File: src/rtl/lidar_proximity_rx_if.sv
// Signal bundle between three LIDAR PWM echo lines and the proximity receiver.
// master drives the echoes; slave is the receiver that reports near/fault.
interface lidar_proximity_rx_if;
    logic [2:0] pwm_in;
    logic [2:0] near;
    logic [2:0] fault;
    logic [2:0] meas_valid;

    modport master (
        output pwm_in,
        input  near,
        input  fault,
        input  meas_valid
    );

    modport slave (
        input  pwm_in,
        output near,
        output fault,
        output meas_valid
    );
endinterface

File: src/rtl/lidar_proximity_rx.sv
// Three-channel LIDAR PWM pulse-width receiver with hysteresis, debounce
// and a fail-safe "near" warning when a sensor goes silent.
module lidar_proximity_rx #(
    parameter int CNT_W     = 16,
    parameter int NEAR_TH   = 3000,
    parameter int HYST      = 200,
    parameter int DEB       = 2,
    parameter int MAX_HIGH  = 50000,
    parameter int SILENT_TO = 60000
) (
    input  logic                 clk,
    input  logic                 rst,
    lidar_proximity_rx_if.slave  bus
);
    typedef enum logic [1:0] {
        IDLE,
        HIGH,
        WAIT_LOW
    } state_e;

    localparam logic [CNT_W-1:0] ONE   = CNT_W'(1);
    localparam logic [CNT_W-1:0] TH_LO = CNT_W'(NEAR_TH);
    localparam logic [CNT_W-1:0] TH_HI = CNT_W'(NEAR_TH + HYST);
    localparam logic [CNT_W-1:0] MAXH  = CNT_W'(MAX_HIGH);
    localparam logic [CNT_W-1:0] SIL   = CNT_W'(SILENT_TO);
    localparam logic [2:0]       DEB_N = 3'(DEB);

    // fill_q[1] marks that the synchronized sample holds a real input value
    logic [1:0] fill_q;

    always_ff @(posedge clk) begin
        if (rst) begin
            fill_q <= '0;
        end else begin
            fill_q <= {fill_q[0], 1'b1};
        end
    end

    for (genvar g = 0; g < 3; g++) begin : g_ch
        state_e           st_q;
        logic             s1_q;
        logic             s_q;
        logic             sd_q;
        logic             armed_q;
        logic [CNT_W-1:0] wid_q;
        logic [CNT_W-1:0] sil_q;
        logic [2:0]       deb_q;
        logic             near_q;
        logic             fault_q;
        logic             mv_q;

        logic             rise;
        logic             fall;
        logic             done;
        logic             opp;
        logic             sil_hit;
        logic [CNT_W-1:0] width;
        logic [CNT_W-1:0] sil_d;

        // a rise only counts once a genuine low has been seen since reset
        assign rise  = s_q & ~sd_q & armed_q;
        assign fall  = ~s_q & sd_q;
        assign done  = (st_q == HIGH) && (fall || (wid_q == MAXH - ONE));
        assign width = fall ? wid_q : MAXH;
        assign opp   = near_q ? (width > TH_HI) : (width < TH_LO);

        assign sil_d = rise ? '0
                     : (sil_q == SIL) ? sil_q
                     : sil_q + ONE;
        assign sil_hit = (sil_d == SIL) && (sil_q != SIL);

        always_ff @(posedge clk) begin
            if (rst) begin
                st_q    <= IDLE;
                s1_q    <= 1'b0;
                s_q     <= 1'b0;
                sd_q    <= 1'b0;
                armed_q <= 1'b0;
                wid_q   <= '0;
                sil_q   <= '0;
                deb_q   <= '0;
                near_q  <= 1'b0;
                fault_q <= 1'b0;
                mv_q    <= 1'b0;
            end else begin
                s1_q  <= bus.pwm_in[g];
                s_q   <= s1_q;
                sd_q  <= s_q;
                sil_q <= sil_d;
                mv_q  <= done;
                if (fill_q[1] && !s_q) begin
                    armed_q <= 1'b1;
                end

                unique case (st_q)
                    IDLE: begin
                        if (rise) begin
                            st_q  <= HIGH;
                            wid_q <= ONE;
                        end
                    end
                    HIGH: begin
                        if (fall) begin
                            st_q <= IDLE;
                        end else if (wid_q == MAXH - ONE) begin
                            st_q  <= WAIT_LOW;
                            wid_q <= MAXH;
                        end else begin
                            wid_q <= wid_q + ONE;
                        end
                    end
                    WAIT_LOW: begin
                        if (fall) begin
                            st_q <= IDLE;
                        end
                    end
                    default: st_q <= IDLE;
                endcase

                // silence overrides any measurement landing in the same cycle
                if (sil_hit) begin
                    fault_q <= 1'b1;
                    near_q  <= 1'b1;
                    deb_q   <= '0;
                end else if (done) begin
                    fault_q <= 1'b0;
                    if (!opp) begin
                        deb_q <= '0;
                    end else if (deb_q + 3'd1 >= DEB_N) begin
                        near_q <= ~near_q;
                        deb_q  <= '0;
                    end else begin
                        deb_q <= deb_q + 3'd1;
                    end
                end
            end
        end

        assign bus.near[g]       = near_q;
        assign bus.fault[g]      = fault_q;
        assign bus.meas_valid[g] = mv_q;
    end
endmodule

File: src/flat_wrapper.sv
// flat-port wrapper written by rule: the top's interface ports become plain ports
module lidar_proximity_rx_flat 
#(
    parameter int CNT_W     = 16,
    parameter int NEAR_TH   = 3000,
    parameter int HYST      = 200,
    parameter int DEB       = 2,
    parameter int MAX_HIGH  = 50000,
    parameter int SILENT_TO = 60000
)
  (clk, rst, bus_pwm_in, bus_near, bus_fault, bus_meas_valid);
  lidar_proximity_rx_if bus_i ();
  input  logic clk;
  input  logic rst;
  input wire logic [$bits(bus_i.pwm_in)-1:0] bus_pwm_in;
  output wire logic [$bits(bus_i.near)-1:0] bus_near;
  output wire logic [$bits(bus_i.fault)-1:0] bus_fault;
  output wire logic [$bits(bus_i.meas_valid)-1:0] bus_meas_valid;
  assign bus_i.pwm_in = bus_pwm_in;
  assign bus_near = bus_i.near;
  assign bus_fault = bus_i.fault;
  assign bus_meas_valid = bus_i.meas_valid;
  lidar_proximity_rx #(.CNT_W(CNT_W), .NEAR_TH(NEAR_TH), .HYST(HYST), .DEB(DEB), .MAX_HIGH(MAX_HIGH), .SILENT_TO(SILENT_TO)) u_core (.clk(clk), .rst(rst), .bus(bus_i));
endmodule
File: config.mk
export PLATFORM = sky130hd
export DESIGN_NAME = lidar_proximity_rx_flat
export DESIGN_NICKNAME = d
export VERILOG_FILES = /design/src/rtl/lidar_proximity_rx_if.sv /design/src/rtl/lidar_proximity_rx.sv /design/src/flat_wrapper.sv
export SDC_FILE = /design/constraint.sdc
export NUM_CORES = 1
export LEC_CHECK = 0
export CAP_MARGIN = 25
export CELL_PAD_IN_SITES_DETAIL_PLACEMENT = 1
export CELL_PAD_IN_SITES_GLOBAL_PLACEMENT = 1
export CORE_MARGIN = 3
export CORE_UTILIZATION = 34
export CTS_CLUSTER_SIZE = 12
export DETAILED_ROUTE_END_ITERATION = 16
export GPL_ROUTABILITY_DRIVEN = 1
export PLACE_DENSITY_LB_ADDON = 0.1
export REMOVE_ABC_BUFFERS = 1
export SYNTH_ARGS = -nofsm -noshare
export SYNTH_HDL_FRONTEND = slang
export SYNTH_SLANG_ARGS = --single-unit
File: constraint.sdc
create_clock -name clk -period 3.2 [get_ports clk]
set_input_delay 0.32 -clock clk [delete_from_list [all_inputs] [get_ports clk]]
set_output_delay 0.32 -clock clk [all_outputs]
set_load 0.005 [all_outputs]
==> metrics.txt <==
share of cells above drive strength 1 5.98%; Setup violations, final 0; Post-DP HPWL around 13,000 um; Buf+Inv Stages, Crit Path 1; most frequent cells after synthesis dfxtp_1 (134), nor2_1 (121), nand2_1 (72); startpoint types register; Layout Nets 895; Syn-to-layout area delta 12.5%; vias per cell around 5.4; global-route wire length before repair 31,300 um; Crit-path slowest cell or4_1; synth warn 0; largest family of logic cells by synthesized area simple AND/OR/NAND/NOR gates; CP Data Arrival Time 2.79 ns; Setup Skew 0.00960 ns; max-slew violations 0; placed inst area ~0.0074 mm2; CP Max Fanout 5; Die H 151 um; Post-CTS Setup Repair Bufs 0; period utilisation layout 78.0%; Power Density 471 mW/mm2; DRT iter0 DRCs 204; setup_tns 0 ns; #FFs+latches synth 134; sequential share of the synthesized area 37.7%; initial antenna violation count 0; Total GRT Usage between 10% and 20%; Core Box Area 0.0204 mm2; f_max about 400 MHz; total vias in the final route 6,224; Post-synth top flop dfxtp_1; Slew headroom a little over half; DR pass1 iterations 5; Synth Area in XOR/XNOR under 10%; simple-gate share of the synthesized area around a third; Placer Congestion 0.824; CTS tree yes; Initial Utilization between 30% and 40%; maximum VDD drop 0.000325 V; Ant. Diodes 0; hold buffers post-CTS 0; die span in x around 150 um; Avg Synthesized Cell Area 8.13 um2; Crit path largest cell delay 0.50 ns; area leader, netlist dfxtp_1; Clk Latency, worst-skew pair slightly above 0.4 ns; async set or reset register ratio after synthesis 0%; crit path kind register to register; CTS Sinks about 130; crit path capture type register; vias in the first global route 6,392; site row count 52; Synth top area share 37.7%; Non-Filler Instances 1,157; number of flops mapped to enable cells by yosys 0; root buffer cell clkbuf_16; quantity of gates resized following cts 0; Cells after Synth 875; largest net degree at the start of global routing 54; Post-Layout Inst Area 0.00800 mm2; LEAKAGE 2.74 nW; Routed Antenna Nets 0; num ports 14; crit path cell chain inv_1, ha_1, or4_1, a211o_1, a2111oi_2, o2111ai_2, and4_1; synth unique cells between 70 and 80; global route overflow 0; run status complete, no violations; worst min path class input pin to register; Max clock buf depth 2; cell family with most CP delay compound AO/OA/AOI/OAI gates; top cells by area, synth dfxtp_1 (38%), nor2_1 (6.4%), xnor2_1 (4.1%); DRC 0; port bufs 13; Mapped Area 0.00711 mm2; DP Worst Slack 0.687 ns; Worst-Margin Slew 0.691 ns; Worst-path clk slew 0.06 ns; H-Tree Level Count 4; count leader, synth dfxtp_1; Worst Path Required 3.50 ns; Synth Area in Compound Gates 12.8%; final worst path period need 2.49 ns; unrepaired setup endpoints after global routing no; CTS Buf Count 17; final wirelength 18,600 um; final hold vios 0; filler cell count 2,455; Routed wire per std cell 16.1 um; post-route setup slack 0.705 ns; Placed Cells 1,126; max cap viols 0; mux contribution to synthesized area 1.13%; post-synthesis adder-cell area fraction 2.80%; die footprint 0.0227 mm2
[cells in the final DEF (no fill, tap or decap), types with 3 or more instances in the layout]
cell type	instances
clkbuf_8	3
or4_1	6
xor2_1	31
and3_1	18
ha_1	15
inv_1	21
nor4b_1	5
nand3b_1	9
a21oi_1	45
nand2b_1	17
nor2b_1	26
clkinv_2	5
a31oi_1	13
buf_4	4
o31ai_1	6
nand4_1	29
nand4b_1	4
o211ai_1	6
a311oi_1	6
nor3b_1	4
or3_1	10
and4b_1	3
dfxtp_1	134
clkbuf_16	17
and2_1	9
nor3_1	34
mux2i_1	8
nand2_1	72
and4_1	14
xnor2_1	33
nor2_1	121
o21ai_0	43
clkdlybuf4s50_1	12
nand3_1	31
nor4_1	17
a21o_1	4
[where the power goes]
| part | switching [mW] | internal, mW | total (mW) |
|---|---|---|---|
| Sequential | 0.0227 | 1.69 | 1.71 |
| Combinational | 0.0764 | 0.0415 | 0.118 |
| Clock | 0.744 | 1.20 | 1.94 |
[metrics by stage]
step                total power [mW]  hold slack [ns]  util (%)
finish                          3.77            0.407      39.3
floorplan                       1.82            0.387         -
CTS                             3.82            0.425      39.3
global placement                1.86            0.417      36.5
detailed placement              1.87            0.429      36.5
global route                    3.92            0.437      39.3
[worst reg2reg max path: stages, from the launching register on]
cell and delay [ns]:
dfxtp_1 0.38, inv_1 0.11, ha_1 0.31, or4_1 0.50, a211o_1 0.24, a2111oi_2 0.37, o2111ai_2 0.22, and4_1 0.25
[cell type report]
type / instances / area, um2 / share of cell area, %
Sequential cell: 134 / 2680 / 33.5
Clock buffer: 22 / 474 / 5.92
Multi-Input combinational cell: 683 / 4170 / 52.1
Inverter: 22 / 82.6 / 1.03
Clock inverter: 9 / 101 / 1.27
Timing Repair Buffer: 17 / 155 / 1.94
Tap cell: 270 / 338 / 4.22
[state kept, by name, summed over array words and instances (netlist names)]
signal and cells:
u_core.g_ch.sd_q 3, u_core.g_ch.armed_q 3, u_core.g_ch.sil_q 48, u_core.g_ch.s1_q 3
u_core.g_ch.fault_q 3, u_core.g_ch.near_q 3, u_core.g_ch.st_q 6, u_core.fill_q 2
u_core.g_ch.deb_q 9, u_core.g_ch.mv_q 3, u_core.g_ch.wid_q 48, u_core.g_ch.s_q 3
[metal layers]
layer | part of all wire (%) | up-vias | GRT usage, %
li1 | - | 3129 | -
met1 | 48 | 3045 | 21.0
met2 | 49 | 37 | 29.7
met3 | 1.6 | 13 | 3.40
met4 | 0.84 | 0 | 4.17
met5 | 0 | - | 0
[cells by family (layout without fill, tap and decap cells)]
family	after synthesis	count (layout)
and+or+nand+nor	448	448
AOI/OAI and AO/OA	147	147
DFF	134	134
xor gates and xnor gates	64	64
buffers and inverters	58	70
adders and majority gates	16	16
muxes	8	8
[path summary, 6_finish.rpt]
kind / cells past startpoint / slack (ns) / endpoint / startpoint
worst max-delay path: 7 / 0.71 / u_core.g_ch[1].deb_q[1]$_SDFFE_PP0P_ / u_core.g_ch[1].sil_q[0]$_SDFF_PP0_
worst min-delay path: 2 / 0.41 / u_core.fill_q[0]$_DFF_P_ / rst
worst max register to register: 7 / 0.71 / u_core.g_ch[1].deb_q[1]$_SDFFE_PP0P_ / u_core.g_ch[1].sil_q[0]$_SDFF_PP0_
worst min register to register: 1 / 0.44 / u_core.fill_q[1]$_SDFF_PP0_ / u_core.fill_q[0]$_DFF_P_
(Power assumes the default switching activity.)
